### config.mk
export PLATFORM = sky130hd
export DESIGN_NAME = seq_divider
export DESIGN_NICKNAME = d
export VERILOG_FILES = /design/src/rtl/seq_divider.sv
export SDC_FILE = /design/constraint.sdc
export NUM_CORES = 1
export LEC_CHECK = 0
export ABC_AREA = 1
export CORE_ASPECT_RATIO = 0.5
export CORE_MARGIN = 3
export CORE_UTILIZATION = 25
export CTS_BUF_LIST = sky130_fd_sc_hd__clkbuf_16
export CTS_CLUSTER_DIAMETER = 50
export CTS_CLUSTER_SIZE = 40
export DETAILED_ROUTE_END_ITERATION = 16
export PLACE_DENSITY = 0.41
export SYNTH_ARGS = -nofsm -noshare
export SYNTH_HDL_FRONTEND = slang
export SYNTH_SLANG_ARGS = --single-unit
### constraint.sdc
create_clock -name clk -period 6.35 [get_ports clk]
set_input_delay 1.5875 -clock clk [delete_from_list [all_inputs] [get_ports clk]]
set_output_delay 1.5875 -clock clk [all_outputs]
set_load 0.05 [all_outputs]
### src/rtl/seq_divider.sv
// Sequential 32-by-16 unsigned restoring divider, one quotient bit per clock.
// Optional macro DIV_ERR_FAST_EN: divide-by-zero/overflow skip the RUN phase.
module seq_divider (
  input  logic        clk,
  input  logic        reset,
  input  logic        start,
  input  logic [31:0] dividend,
  input  logic [15:0] divisor,
  output logic [15:0] quotient,
  output logic [15:0] remainder,
  output logic        busy,
  output logic        done,
  output logic        div_zero,
  output logic        overflow
);

  typedef enum logic [1:0] {
    IDLE = 2'd0,
    RUN  = 2'd1,
    DONE = 2'd2
  } state_t;

  state_t      state_r, state_s;
  logic [4:0]  cnt_r, cnt_s;
  logic [15:0] dvd_lo_r, dvd_lo_s;
  logic [15:0] dvs_r, dvs_s;
  logic [16:0] rem_r, rem_s;
  logic [15:0] quo_sh_r, quo_sh_s;
  logic        dz_r, dz_s;
  logic        ov_r, ov_s;

  logic [15:0] quotient_s, remainder_s;
  logic        busy_s, done_s, div_zero_s, overflow_s;

  logic [3:0]  bit_idx_s;
  logic [16:0] trial_s;
  logic        ge_s;
  logic [16:0] rem_step_s;
  logic [15:0] fin_q_s, fin_r_s;
  logic        in_dz_s, in_ov_s;

  // Forced result for an erroneous operation: {quotient, remainder}.
  function automatic logic [31:0] err_result(input logic dz, input logic [15:0] lo);
    logic [31:0] res;
    if (dz) begin
      res = {16'hFFFF, lo};
    end else begin
      res = {16'hFFFF, 16'h0000};
    end
    return res;
  endfunction

  // One restoring step plus the final result selection.
  always_comb begin
    bit_idx_s  = 4'd15 - cnt_r[3:0];
    trial_s    = {rem_r[15:0], dvd_lo_r[bit_idx_s]};
    ge_s       = (trial_s >= {1'b0, dvs_r});
    rem_step_s = trial_s;
    if (ge_s) begin
      rem_step_s = trial_s - {1'b0, dvs_r};
    end else begin
      rem_step_s = trial_s;
    end
    fin_q_s = {quo_sh_r[14:0], ge_s};
    fin_r_s = rem_step_s[15:0];
    if (dz_r || ov_r) begin
      {fin_q_s, fin_r_s} = err_result(dz_r, dvd_lo_r);
    end else begin
      fin_q_s = {quo_sh_r[14:0], ge_s};
      fin_r_s = rem_step_s[15:0];
    end
    in_dz_s = (divisor == 16'h0000);
    in_ov_s = (divisor != 16'h0000) && (dividend[31:16] >= divisor);
  end

  // Next-state and next-output logic.
  always_comb begin
    state_s     = state_r;
    cnt_s       = cnt_r;
    dvd_lo_s    = dvd_lo_r;
    dvs_s       = dvs_r;
    rem_s       = rem_r;
    quo_sh_s    = quo_sh_r;
    dz_s        = dz_r;
    ov_s        = ov_r;
    quotient_s  = quotient;
    remainder_s = remainder;
    busy_s      = busy;
    done_s      = 1'b0;
    div_zero_s  = div_zero;
    overflow_s  = overflow;
    case (state_r)
      IDLE: begin
        if (start) begin
          dvd_lo_s = dividend[15:0];
          dvs_s    = divisor;
          // R is seeded with the upper half; the 16 steps shift in the lower half.
          rem_s    = {1'b0, dividend[31:16]};
          cnt_s    = 5'd0;
          quo_sh_s = 16'h0000;
          dz_s     = in_dz_s;
          ov_s     = in_ov_s;
          state_s  = RUN;
          busy_s   = 1'b1;
`ifdef DIV_ERR_FAST_EN
          if (in_dz_s || in_ov_s) begin
            state_s                   = DONE;
            busy_s                    = 1'b0;
            done_s                    = 1'b1;
            {quotient_s, remainder_s} = err_result(in_dz_s, dividend[15:0]);
            div_zero_s                = in_dz_s;
            overflow_s                = in_ov_s;
          end else begin
            state_s = RUN;
          end
`endif
        end else begin
          state_s = IDLE;
        end
      end
      RUN: begin
        rem_s    = rem_step_s;
        quo_sh_s = {quo_sh_r[14:0], ge_s};
        cnt_s    = cnt_r + 5'd1;
        if (cnt_r == 5'd15) begin
          state_s     = DONE;
          busy_s      = 1'b0;
          done_s      = 1'b1;
          quotient_s  = fin_q_s;
          remainder_s = fin_r_s;
          div_zero_s  = dz_r;
          overflow_s  = ov_r;
        end else begin
          state_s = RUN;
        end
      end
      DONE: begin
        state_s = IDLE;
      end
      default: begin
        state_s = IDLE;
        busy_s  = 1'b0;
      end
    endcase
  end

  // State, datapath and output registers.
  always_ff @(posedge clk or posedge reset) begin
    if (reset) begin
      state_r   <= IDLE;
      cnt_r     <= 5'd0;
      dvd_lo_r  <= 16'h0000;
      dvs_r     <= 16'h0000;
      rem_r     <= 17'h00000;
      quo_sh_r  <= 16'h0000;
      dz_r      <= 1'b0;
      ov_r      <= 1'b0;
      quotient  <= 16'h0000;
      remainder <= 16'h0000;
      busy      <= 1'b0;
      done      <= 1'b0;
      div_zero  <= 1'b0;
      overflow  <= 1'b0;
    end else begin
      state_r   <= state_s;
      cnt_r     <= cnt_s;
      dvd_lo_r  <= dvd_lo_s;
      dvs_r     <= dvs_s;
      rem_r     <= rem_s;
      quo_sh_r  <= quo_sh_s;
      dz_r      <= dz_s;
      ov_r      <= ov_s;
      quotient  <= quotient_s;
      remainder <= remainder_s;
      busy      <= busy_s;
      done      <= done_s;
      div_zero  <= div_zero_s;
      overflow  <= overflow_s;
    end
  end

endmodule

==> results of run 1 <==
state kept, by name (all words and copies together) (netlist names):
register / flops
cnt_r: 5
quo_sh_r: 15
dz_r: 1
dvs_r: 16
dvd_lo_r: 16
div_zero: 1
busy: 1
overflow: 1
done: 1
rem_r: 16
ov_r: 1
quotient: 16
remainder: 16
state_r: 1
metal layers:
metal,up-vias,GRT usage,routed length [µm]
li1,2615,-,-
met1,2384,0.205,8950
met2,60,0.241,8470
met3,18,0.0314,841
met4,0,0.0391,303
met5,-,0,0
how the worst max path moves through the flow:
stage,start,end,slack [ps],depth (start not counted)
after floorplan,reset,busy,1950,1
after global placement,start,rem_r[5],1920,7
after detailed placement,start,rem_r[5],1900,7
after CTS,start,rem_r[5],2280,7
after global routing,start,rem_r[5],2050,7
final,start,rem_r[5],2300,7
power groups by stage:
| stage | Combinational, mW | Sequential [mW] | Clock, mW |
|---|---|---|---|
| 2_1_floorplan | 1.66 | 1.40 | 0 |
| 3_3_place_gp | 2.58 | 1.22 | 0 |
| 3_5_place_dp | 2.58 | 1.22 | 0 |
| 4_1_cts | 2.60 | 1.21 | 0.596 |
| 5_1_grt | 2.91 | 1.25 | 0.624 |
| 6_report | 2.57 | 1.21 | 0.568 |
metrics by stage:
step	instances	utilization	total power, mW
2_1_floorplan	763	-	3.07
3_3_place_gp	1132	0.308	3.81
3_5_place_dp	1132	0.308	3.81
4_1_cts	1148	0.321	4.41
5_1_grt	1148	0.321	4.78
6_report	1148	0.321	4.35
worst min-delay path: cells and delay by family (launching register included):
kind	cells	cell delay [ps]
flip-flops	1	350
AND/OR/NAND/NOR	2	100
synthesized netlist by cell type:
cell type,count
nand2_4,1
inv_2,10
o21a_1,1
a21oi_1,29
nor3_1,1
nand2_1,202
buf_2,9
mux2i_1,1
nand2_2,3
dfrtp_1,107
xor2_1,4
xnor2_1,4
nor2_4,2
o211ai_1,5
or2_1,1
buf_6,4
o21bai_1,5
a31oi_1,1
nor4_1,2
ha_1,34
buf_4,2
o21ai_0,43
o21ai_1,10
a22o_1,4
a21oi_2,1
and3_1,1
nor2_8,2
or2_2,3
nor2_2,4
clkbuf_1,10
inv_1,127
nor2_1,23
fa_1,1
a32o_1,1
a2bb2oi_1,15
nand4_1,4
a22oi_1,13
nand3_4,1
nand3_1,53
o22ai_1,19
cell type report:
type                            count  area (µm²)  share of cell area
Clock buffer                        9         225              0.0301
Timing Repair Buffer               87         868               0.116
Sequential cell                   107        2680               0.358
Multi-Input combinational cell    494        2750               0.367
Tap cell                          307         384              0.0513
Clock inverter                      7        72.6             0.00969
Inverter                          137         517              0.0690
cells by family after synthesis:
group	count (synthesis)	synth area share
buffers and inverters	162	0.108
xor gates and xnor gates	8	0.0115
AOI/OAI and AO/OA	147	0.148
adders and majority gates	35	0.0733
muxes	1	0.00165
DFF	107	0.440
and+or+nand+nor	303	0.217
==> metrics.md, run 1 <==
| Metric | Value |
|---|---|
| Final WS setup | `roughly 2300 ps` |
| RR Endpoint | `remainder[11]` |
| Share of cells above drive strength 1 | `0.0523` |
| #FFs+latches synth | `107` |
| Drt total wl | `18600 µm` |
| R2R Path Start | `cnt_r[0]` |
| Pwr dens | `between 500 and 600 nW/µm²` |
| Status | `finished clean` |
| RSZ-0062 raised after global routing | `no` |
| # Post-CTS Setup Buffers | `0` |
| Chip Height | `116 µm` |
| Yosys warning count | `0` |
| Crit path cell chain | `clkdlybuf4s50_1 -> nand3_4 -> inv_2 -> nor2_8 -> inv_2 -> o21ai_0 -> o21bai_1` |
| CP Class | `primary input to flop` |
| Die width | `227 µm` |
| Die area | `26300 µm²` |
| Max Cap Viol | `0` |
| Register area share after synthesis | `0.440` |
| Clock share of power | `0.131` |
| Avg WL per Cell | `16.2 µm` |
| Largest delay share family, worst path | `buffers and inverters` |
| GPL Wtd Cong | `slightly above 0.8` |
| Worst IR Drop VDD | `approximately 150 µV` |
| Worst EP arrival | `4280 ps` |
| Final Cycle Share | `0.637` |
| Reg2reg path depth | `10` |
| Lkg Pwr | `3.64 nW` |
| Worst-path clk slew | `around 80 ps` |
| Detail Route Antenna Nets | `0` |
| Synth area leaders | `dfrtp_1 (44%), nand2_1 (12%), inv_1 (7.8%), ha_1 (7.0%), nand3_1 (4.4%)` |
| Final Hold Vio Count | `0` |
| Root Buffer Master | `clkbuf_16` |
| Net Sw Power | `between 2 and 2.5 mW` |
| Hold path depth | `2` |
| Total iterations of the first detailed-routing run | `5` |
| Cts bufs inserted | `9` |
| Comb pwr share | `0.591` |
| Hold endpoint | `overflow` |
| Fin area | `7490 µm²` |
| Remaining DRCs | `0` |
| CTS sink count | `107` |
| Post-Syn Instances | `763` |
| Detailed placement HPWL | `14200 µm` |
| Final Max Tran Viols | `0` |
| Area leader, netlist | `dfrtp_1` |
| First-pass GRT wire length | `29900 µm` |
| Min-Delay Startpoint | `overflow` |
| Ports | `between 80 and 90` |
| Area after DPL | `7190 µm²` |
| Share of power burned in registers | `0.278` |
| Inserted Diodes | `0` |
| Worst hold path type | `flop to flop` |
| Setup TNS | `0 ps` |
| Vias in the first global route | `5242` |
| Crit path largest cell delay | `around 820 ps` |
| WHS | `~480 ps` |
| CTS H-Tree Depth | `3` |
| Fillers | `2491` |
| Switching Fraction | `0.504` |
| Nets | `922` |
| CTS tree | `done` |
| Max Freq | `between 200 and 250 MHz` |
| Total internal power | `2.16 mW` |
| Min Clock Period, post-route | `slightly above 4000 ps` |
| Yosys cell types | `40` |
| Core Rows | `39` |
| Avg Cell Area, Syn | `7.97 µm²` |
| Initial cell density of the core | `0.261` |
| Buffers and inverters on the worst path | `3` |
| Leading cell type in the layout, fill and taps excluded | `nand2_1` |
| Total global routing overflow | `0` |
| # port buffers | `86` |
| Worst-Margin Slew | `1040 ps` |
| Area Growth Syn to Fin | `23.2%` |
| Mapped cell area | `approximately 6000 µm²` |
| Commonest cells after routing, fill and taps aside | `nand2_1 (202), inv_1 (126), dfrtp_1 (107)` |
| Cts repair resizes | `0` |
| Drt via density | `4.42` |
| Worst path slowest cell | `inv_2` |
| Clock Latency Late Sink | `370 ps` |
| Final setup violation count | `0` |
| Top fanout value on the critical path | `46` |
| Core area | `23300 µm²` |
| Endpoint class of the critical path | `flop` |
| Clock tree buffer depth | `2` |
| Overall global routing resource usage | `0.149` |
| Critical Path Source Type | `primary input` |
| Clk_skew | `10.5 ps` |
| Setup WS pre-CTS | `1900 ps` |
| Hold-fix buffers, CTS | `0` |
| Antenna violations before repair | `0` |
| Largest net degree at the start of global routing | `80` |
| Slew headroom | `0.305` |
| Via Count | `5077` |
| DR iter-0 viols | `~250` |
| Critical path's most frequent cell | `inv_2` |
| Critical path data required time | `about 6600 ps` |
| Post-synth top area share | `0.440` |
| Synthesized net count | `between 800 and 900` |
| R2r setup slk | `3190 ps` |
Note: power is estimated with default switching activity, not from simulation.
==> run 2: changes to the inputs <==
==> constraint.sdc (replaced) <==
create_clock -name clk -period 3.9 [get_ports clk]
set_input_delay 0.975 -clock clk [delete_from_list [all_inputs] [get_ports clk]]
set_output_delay 0.975 -clock clk [all_outputs]
set_load 0.05 [all_outputs]
==> metrics.md, run 2 (synthesized netlist as in run 1, its figures left out) <==
| Metric | Value |
|---|---|
| Clock Latency Late Sink | `370 ps (about the same)` |
| Reg2reg path depth | `10 (unchanged)` |
| DR iter-0 viols | `294 (+20%)` |
| Vias in the first global route | `5452 (+4.0%)` |
| Pwr dens | `946 nW/µm² (+63%)` |
| Core area | `23300 µm² (unchanged)` |
| Die width | `227 µm (unchanged)` |
| Initial cell density of the core | `0.261 (unchanged)` |
| Die area | `26300 µm² (unchanged)` |
| # port buffers | `86 (unchanged)` |
| Fin area | `7510 µm² (+0.25%)` |
| Detail Route Antenna Nets | `0 (unchanged)` |
| Via Count | `5203 (+2.5%)` |
| Root Buffer Master | `clkbuf_16` |
| Worst-path clk slew | `80 ps (about the same)` |
| Lkg Pwr | `3.65 nW (+0.39%)` |
| Clk_skew | `13.2 ps (+2.75 ps)` |
| CTS tree | `done` |
| R2r setup slk | `760 ps (-2430 ps)` |
| Final Hold Vio Count | `0 (unchanged)` |
| Cts repair resizes | `0 (unchanged)` |
| Total iterations of the first detailed-routing run | `4 (-1)` |
| Max Freq | `approximately 320 MHz` |
| RR Endpoint | `remainder[4]` |
| CP Class | `flop to flop` |
| Worst-Margin Slew | `639 ps (-403 ps)` |
| Max Cap Viol | `0 (unchanged)` |
| Clock tree buffer depth | `2 (unchanged)` |
| Share of cells above drive strength 1 | `0.0568 (+0.00449)` |
| Status | `finished clean` |
| Final setup violation count | `0 (unchanged)` |
| Remaining DRCs | `0 (unchanged)` |
| Setup TNS | `0 ps (unchanged)` |
| Inserted Diodes | `0 (unchanged)` |
| Final Max Tran Viols | `0 (unchanged)` |
| RSZ-0062 raised after global routing | `no` |
| Cts bufs inserted | `9 (unchanged)` |
| Final Cycle Share | `0.805` |
| GPL Wtd Cong | `0.877 (+6.2%)` |
| Min Clock Period, post-route | `3140 ps` |
| Util after Layout | `0.322 (+0.000805)` |
| Crit path from | `cnt_r[0]` |
| Endpoint class of the critical path | `flop` |
| R2R Path Start | `cnt_r[0]` |
| Chip Height | `116 µm (unchanged)` |
| Total global routing overflow | `0 (unchanged)` |
| Top fanout value on the critical path | `23 (-50%)` |
| Largest net degree at the start of global routing | `46 (-43%)` |
| Critical path data required time | `4190 ps (-2400 ps)` |
| Detailed placement HPWL | `14700 µm (+3.4%)` |
| # Post-CTS Setup Buffers | `0 (unchanged)` |
| Crit path to | `remainder[4]` |
| Area Growth Syn to Fin | `23.5%` |
| Nets | `926 (+0.43%)` |
| Worst IR Drop VDD | `254 µV (+67%)` |
| Hold-fix buffers, CTS | `0 (unchanged)` |
| Critical Path Source Type | `flop` |
| Avg WL per Cell | `16.5 µm (+2.2%)` |
| Antenna violations before repair | `0 (unchanged)` |
| CTS sink count | `107 (unchanged)` |
| Slew headroom | `0.574 (+0.268)` |
| Core Rows | `39 (unchanged)` |
| Area after DPL | `7220 µm² (+0.42%)` |
| Drt total wl | `19000 µm (+2.6%)` |
| Worst EP arrival | `3430 ps (-850 ps)` |
| Worst hold path type | `flop to flop` |
| First-pass GRT wire length | `30900 µm (+3.6%)` |
| CTS H-Tree Depth | `3 (unchanged)` |
| Ports | `87 (unchanged)` |
| Overall global routing resource usage | `0.154 (+0.00489)` |
| Leading cell type in the layout, fill and taps excluded | `nand2_1` |
| Commonest cells after routing, fill and taps aside | `nand2_1 (202), inv_1 (127), dfrtp_1 (107)` |
| Drt via density | `4.52 (+2.1%)` |
[run 2: changes by cell type in the layout (fill, tap and decap cells not counted), sizes merged]
| cell | change |
|---|---|
| clkinv | -1 |
| buf | +4 |
| clkinvlp | +1 |
[run 2: worst max-delay path, stage by stage, from the launching register on]
cell and delay (ps):
dfrtp_1 680, ha_1 260, nand2_1 70, nor2_1 120, ha_1 180, inv_1 80
nor2_4 500, inv_2 330, nor2_2 580, a22oi_1 140, o21ai_1 120
[run 2: power breakdown]
group,switching [mW],internal (mW)
sequential,0.381,1.61
combinational,2.76,1.45
clock,0.464,0.443
[run 2: worst min-delay path by stage]
| stage | end | slack (ps) | cells after the start | start |
|---|---|---|---|---|
| 6_report | overflow | 490 | 2 | overflow |
| 5_1_grt | overflow | 510 | 2 | overflow |
| 4_1_cts | overflow | 490 | 2 | overflow |
| 3_5_place_dp | overflow | 480 | 2 | overflow |
| 3_3_place_gp | dvs_r[6] | 470 | 2 | dvs_r[6] |
| 2_1_floorplan | dvs_r[10] | 450 | 2 | dvs_r[10] |
[run 2: routing by layer]
layer | part of all wire | GRT usage | up-vias
met5 | 0 | 0 | -
met4 | 0.019 | 0.0437 | 0
met3 | 0.046 | 0.0316 | 20
met2 | 0.45 | 0.245 | 76
met1 | 0.49 | 0.214 | 2490
li1 | - | - | 2617
[run 2: cell type report]
class                           instances  area, µm²
Tap cell                              307        384
Timing Repair Buffer                   91        898
Clock buffer                            9        225
Fill cell                            2508      15800
Sequential cell                       107       2680
Clock inverter                          7       61.3
Inverter                              137        517
Multi-Input combinational cell        494       2750
[run 2: stage by stage]
step                      hold slack (ps)  power (mW)  setup WS, ps  cells
after floorplan                       453        5.00           108    763
after global placement                469        6.26           715   1136
after detailed placement              476        6.23           717   1136
after CTS                             493        7.18           694   1152
after global routing                  514        7.82           331   1152
final                                 488        7.10           762   1152
==> RTL change 1: new RTL, config.mk and constraints of run 2 <==
Add an input register stage for `divisor`, without a reset; this delays it by one clock. The other inputs are not delayed to match.
--- a/src/rtl/seq_divider.sv
+++ b/src/rtl/seq_divider.sv
@@ -20,4 +20,10 @@
     DONE = 2'd2
   } state_t;
+
+  logic [15:0] divisor_q;
+
+  always_ff @(posedge clk) begin
+    divisor_q <= divisor;
+  end
 
   state_t      state_r, state_s;
@@ -70,6 +76,6 @@
       fin_r_s = rem_step_s[15:0];
     end
-    in_dz_s = (divisor == 16'h0000);
-    in_ov_s = (divisor != 16'h0000) && (dividend[31:16] >= divisor);
+    in_dz_s = (divisor_q == 16'h0000);
+    in_ov_s = (divisor_q != 16'h0000) && (dividend[31:16] >= divisor_q);
   end
 
@@ -94,5 +100,5 @@
         if (start) begin
           dvd_lo_s = dividend[15:0];
-          dvs_s    = divisor;
+          dvs_s    = divisor_q;
           // R is seeded with the upper half; the 16 steps shift in the lower half.
           rem_s    = {1'b0, dividend[31:16]};
Formal check against the unedited RTL: no difference found for any inputs over 10 cycles, from zero or initial values and one cycle with reset high; that may be too few to reach the edited logic, so the function may still have changed.
==> RTL change 1 against run 2 <==
  * Routed wire length increased by 8.7%
  * Global-route usage rose by 0.081 points
  * Sequential cell count is 16 higher
  * Power up 17%
  * Die area rose by 5.6%
  * Critical path depth rose by 10
  * Area after synthesis increased by 5.8%
  * Cell area grew 10%
  * Worst setup slack better by 0.081 ns
  * Critical endpoint is now remainder[8]
==> RTL change 1: results (changes against run 2) <==
grt_pass1_vias: 5551  # was 5452
r2r-end: "remainder[8]"  # was remainder[4]
top_layer_used: "met4"  # unchanged
fin_hold_ws_ns: 0.474  # was 0.488 ns
first_pass_iters: 6  # was 4
switching_share: 0.474  # was 0.507
wire_per_inst_um: 17.2  # was 16.5 um
hold_path_startpoint: "divisor_q[0]"  # was overflow
hold_end: "dvs_r[0]"  # was overflow
grt_max_degree: 56  # was 46
hold_class: "flop to flop"  # unchanged
dr_wl_met3_um: 633  # was 868 um
globalRouteMet3Util: 0.0292  # was 0.0316
clk_path_buf_depth: 2  # unchanged
grt_first_pass_wirelength_um: 32400  # was 30900 um
synth_fa_ha_area_frac: 0.0693  # was 0.0733
synthXorXnorAreaFrac: 0.00953  # was 0.0115
p_leak_nw: 3.92  # was 3.65 nW
routed-wl-met2_um: 9380  # was 8530 um
synth_fp_nets: 855  # was 849
synthTopCellsByCount: "194 x nand2_1, 115 x inv_1, 107 x dfrtp_1"  # was 202 x nand2_1, 127 x inv_1, 107 x dfrtp_1
dp.cells: 1174  # was 1136
numCtsBuffers: 17  # was 9
synth_compound_area_frac: 0.142  # was 0.148
placed_area_sq_mm: 0.00767  # was 0.00722 sq mm
outcome: "finished, final reports clean"  # unchanged
finalNonFillerCells: 1205  # was 1152
h-tree-depth: 4  # was 3
globalplace.congestion: 0.853  # was 0.877
use_met1: 0.217  # was 0.214
synthArstFlopShare: 0.870  # was 1.00
r2r_cells: 20  # was 10
fillCellCount: 2648  # was 2508
drive_gt1_frac: 0.0898  # was 0.0568
drt_iter0_drc: 346  # was 294
via_per_inst: 4.44  # was 4.52
reg2reg_slack_ns: 0.84  # was 0.76 ns
slew_headroom: 0.475  # was 0.574
finalClockSkew_ns: 0.00793  # was 0.0132 ns
antennaDiodeCount: 0  # unchanged
clkTransAtPathRegs_ns: 0.06  # was 0.08 ns
grtUsageMet2: 0.242  # was 0.245
irDropWorstVdd_uv: 315  # was 254 uV
met1_length_um: 10400  # was 9280 um
yosysUniqueCellTypes: 47  # was 40
synth.mux.area_fraction: 0.00156  # was 0.00165
ys_seq_area_frac: 0.466  # was 0.440
ys.warnings.count: 0  # unchanged
grt_usage: 0.155  # was 0.154
place_ws_ns: 0.847  # was 0.717 ns
crit_arrival_ns: 3.40  # was 3.43 ns
dp_hpwl_um: 15700  # was 14700 um
nets: 943  # was 926
postSynthAreaPerCell_sq_um: 8.36  # was 7.97 sq um
path_max_fanout: 20  # was 23
insertion_delay_ns: 0.42  # was 0.37 ns
synth_top_cells_by_area: "dfrtp_1 42%, nand2_1 11%, inv_1 6.7%"  # was dfrtp_1 44%, nand2_1 12%, inv_1 7.8%
## RTL change 1: layout make-up
class	instances	area, sq um	area share
Tap cell	336	420	0.0507
Inverter	117	442	0.0533
Clock buffer	17	425	0.0513
Multi-Input combinational cell	502	2860	0.345
Timing Repair Buffer	96	948	0.114
Clock inverter	14	195	0.0236
Sequential cell	123	3000	0.362
## RTL change 1: power groups by stage
| stage | clock network, W | logic, W | registers [W] |
|---|---|---|---|
| floorplan | 0 | 0.00287 | 0.00244 |
| global placement | 0 | 0.00448 | 0.00218 |
| detailed placement | 0 | 0.00447 | 0.00218 |
| CTS | 0.00174 | 0.00449 | 0.00216 |
| global route | 0.00179 | 0.00500 | 0.00223 |
| finish | 0.00170 | 0.00446 | 0.00216 |
## RTL change 1: worst max-delay path, stage by stage, from the launching register on
cell      delay (ns)
dfrtp_1         0.66
a21oi_1         0.12
o21ai_0         0.10
nand3_1         0.09
nand3_1         0.09
nand2_1         0.11
inv_1           0.07
ha_1            0.13
inv_1           0.07
fa_1            0.45
nand3_1         0.11
nand2_1         0.14
nand2_1         0.09
inv_1           0.05
nor2_1          0.10
nand2_1         0.06
nand2_1         0.07
nand2_1         0.05
nand2_1         0.14
nand2_1         0.09
a21boi_0        0.19
## RTL change 1: worst max path at each step
stage | slack, ns | from | to | cells after the start
2_1_floorplan | 0.11 | reset | busy | 1
3_3_place_gp | 0.92 | cnt_r[0] | rem_r[14] | 19
3_5_place_dp | 0.85 | cnt_r[0] | remainder[8] | 20
4_1_cts | 0.85 | cnt_r[0] | remainder[8] | 20
5_1_grt | 0.46 | cnt_r[0] | rem_r[14] | 19
6_report | 0.84 | cnt_r[0] | remainder[8] | 20
==> RTL change 2: new RTL, flow settings as in run 2 <==
Without the edit above. The option `DIV_ERR_FAST_EN` is turned on by a define.
--- a/src/rtl/seq_divider.sv
+++ b/src/rtl/seq_divider.sv
@@ -1,4 +1,6 @@
 // Sequential 32-by-16 unsigned restoring divider, one quotient bit per clock.
 // Optional macro DIV_ERR_FAST_EN: divide-by-zero/overflow skip the RUN phase.
+`define DIV_ERR_FAST_EN
+
 module seq_divider (
   input  logic        clk,
Behaviour: not the same (a bounded check fails within 4 cycles, from zero or initial values and one cycle with reset high).
==> RTL change 2 against run 2 <==
  * Via count is 15% higher
  * Power is 16% higher
  * Non-clock buffer count is 9 higher
  * Clock skew is 0.0057 ns higher
  * Cell area is 8.4% higher
  * Sequential cell count stayed put
  * Die area is 7.8% higher
  * Fmax is 7.5% lower
  * Global-route usage hardly changed
  * Worst setup slack worse by 0.25 ns
  * Clock power is 9.8% higher
  * Area after synthesis is 8.1% higher
  * Routed wire length is 14% higher
==> RTL change 2: results (changes against run 2) <==
outcome: "finished, final reports clean"  # unchanged
via_per_inst: 4.52  # about the same
synth_fa_ha_area_frac: 0.0678  # was 0.0733
nets: 1062  # was 926
antenna_found_initial: 0  # unchanged
cts_setup_buffers: 0  # unchanged
synth_fp_nets: 981  # was 849
numCtsBuffers: 9  # unchanged
crit_arrival_ns: 3.70  # was 3.43 ns
drt_iter0_drc: 348  # was 294
grt_first_pass_wirelength_um: 34100  # was 30900 um
path_max_fanout: 17  # was 23
synth.mux.area_fraction: 0  # was 0.00165
synthXorXnorAreaFrac: 0.00799  # was 0.0115
synth_compound_area_frac: 0.0923  # was 0.148
globalplace.congestion: 0.811  # was 0.877
placed_area_sq_mm: 0.00784  # was 0.00722 sq mm
grt_usage: 0.154  # about the same
ys_seq_area_frac: 0.407  # was 0.440
slowest_stage: "dfrtp_1"  # unchanged
hold_class: "flop to flop"  # unchanged
synthTopCellsByCount: "343 x nand2_1, 118 x inv_1, 107 x dfrtp_1"  # was 202 x nand2_1, 127 x inv_1, 107 x dfrtp_1
dp_hpwl_um: 16300  # was 14700 um
insertion_delay_ns: 0.37  # about the same
place_ws_ns: 0.489  # was 0.717 ns
finalNonFillerCells: 1325  # was 1152
critical_path.max_stage_delay_ns: 0.63  # was 0.68 ns
synthArstFlopShare: 1.00  # unchanged
syn_area_sq_mm: 0.00657  # was 0.00608 sq mm
slew_headroom: 0.392  # was 0.574
ys.warnings.count: 0  # unchanged
finalClockSkew_ns: 0.0190  # was 0.0132 ns
antennaDiodeCount: 0  # unchanged
postCtsResizedCells: 0  # unchanged
h-tree-depth: 3  # unchanged
irDropWorstVdd_uv: 365  # was 254 uV
synthFlopType: "dfrtp_1"  # unchanged
cp_top_family: "simple AND/OR/NAND/NOR gates"  # unchanged
drive_gt1_frac: 0.0693  # was 0.0568
first_pass_iters: 5  # was 4
wire_per_inst_um: 16.4  # was 16.5 um
synth_top_cells_by_area: "dfrtp_1 41%, nand2_1 20%, inv_1 6.7%"  # was dfrtp_1 44%, nand2_1 12%, inv_1 7.8%
grt_max_degree: 57  # was 46
io_buffers: 86  # unchanged
p_leak_nw: 4.05  # was 3.65 nW
grt-ovfl-total: 0  # unchanged
clkTransAtPathRegs_ns: 0.09
grt_pass1_vias: 5912  # was 5452
fillCellCount: 2811  # was 2508
synthCells: 895  # was 763
yosysUniqueCellTypes: 42  # was 40
## RTL change 2: final timing paths
check / slack [ns] / depth (start not counted) / to / startpoint
min in group asynchronous: 1.08 / 2 / remainder[1] / reset
setup reg to reg: 0.51 / 19 / remainder[9] / cnt_r[0]
setup / recovery: 0.51 / 19 / remainder[9] / cnt_r[0]
hold reg to reg: 0.48 / 2 / remainder[15] / remainder[15]
max in group asynchronous: 2.09 / 3 / quotient[10] / reset
hold / removal: 0.48 / 2 / remainder[15] / remainder[15]
## RTL change 2: routing by layer
layer,track usage,share of wire
met1,0.221,0.52
met2,0.244,0.44
met3,0.0258,0.022
met4,0.0345,0.013
met5,0,0
## RTL change 2: area by class of cell
| class | instances | area [sq um] | area share |
|---|---|---|---|
| tap | 344 | 430 | 0.0529 |
| multi-input combinational | 634 | 3260 | 0.400 |
| clock buffer | 9 | 225 | 0.0277 |
| sequential | 107 | 2680 | 0.329 |
| timing repair buffer | 100 | 1000 | 0.123 |
| clock inverter | 7 | 82.6 | 0.0101 |
| inverter | 124 | 468 | 0.0575 |
## RTL change 2: worst register-to-register path: cells and delay by family (launching register included)
kind	cells	cell delay [ns]
compound gates	1	0.11
fa+ha+maj	1	0.28
buf+inv	2	0.40
flops	1	0.63
simple gates	15	1.90
## RTL change 2: report_power, final
part / total [W] / internal [W] / leakage [nW] / switching (W)
logic: 0.00524 / 0.00173 / 2.56 / 0.00351
clock network: 0.000996 / 0.000511 / 0.145 / 0.000485
registers: 0.00199 / 0.00165 / 1.34 / 0.000343
total: 0.00823 / 0.00389 / 4.05 / 0.00434
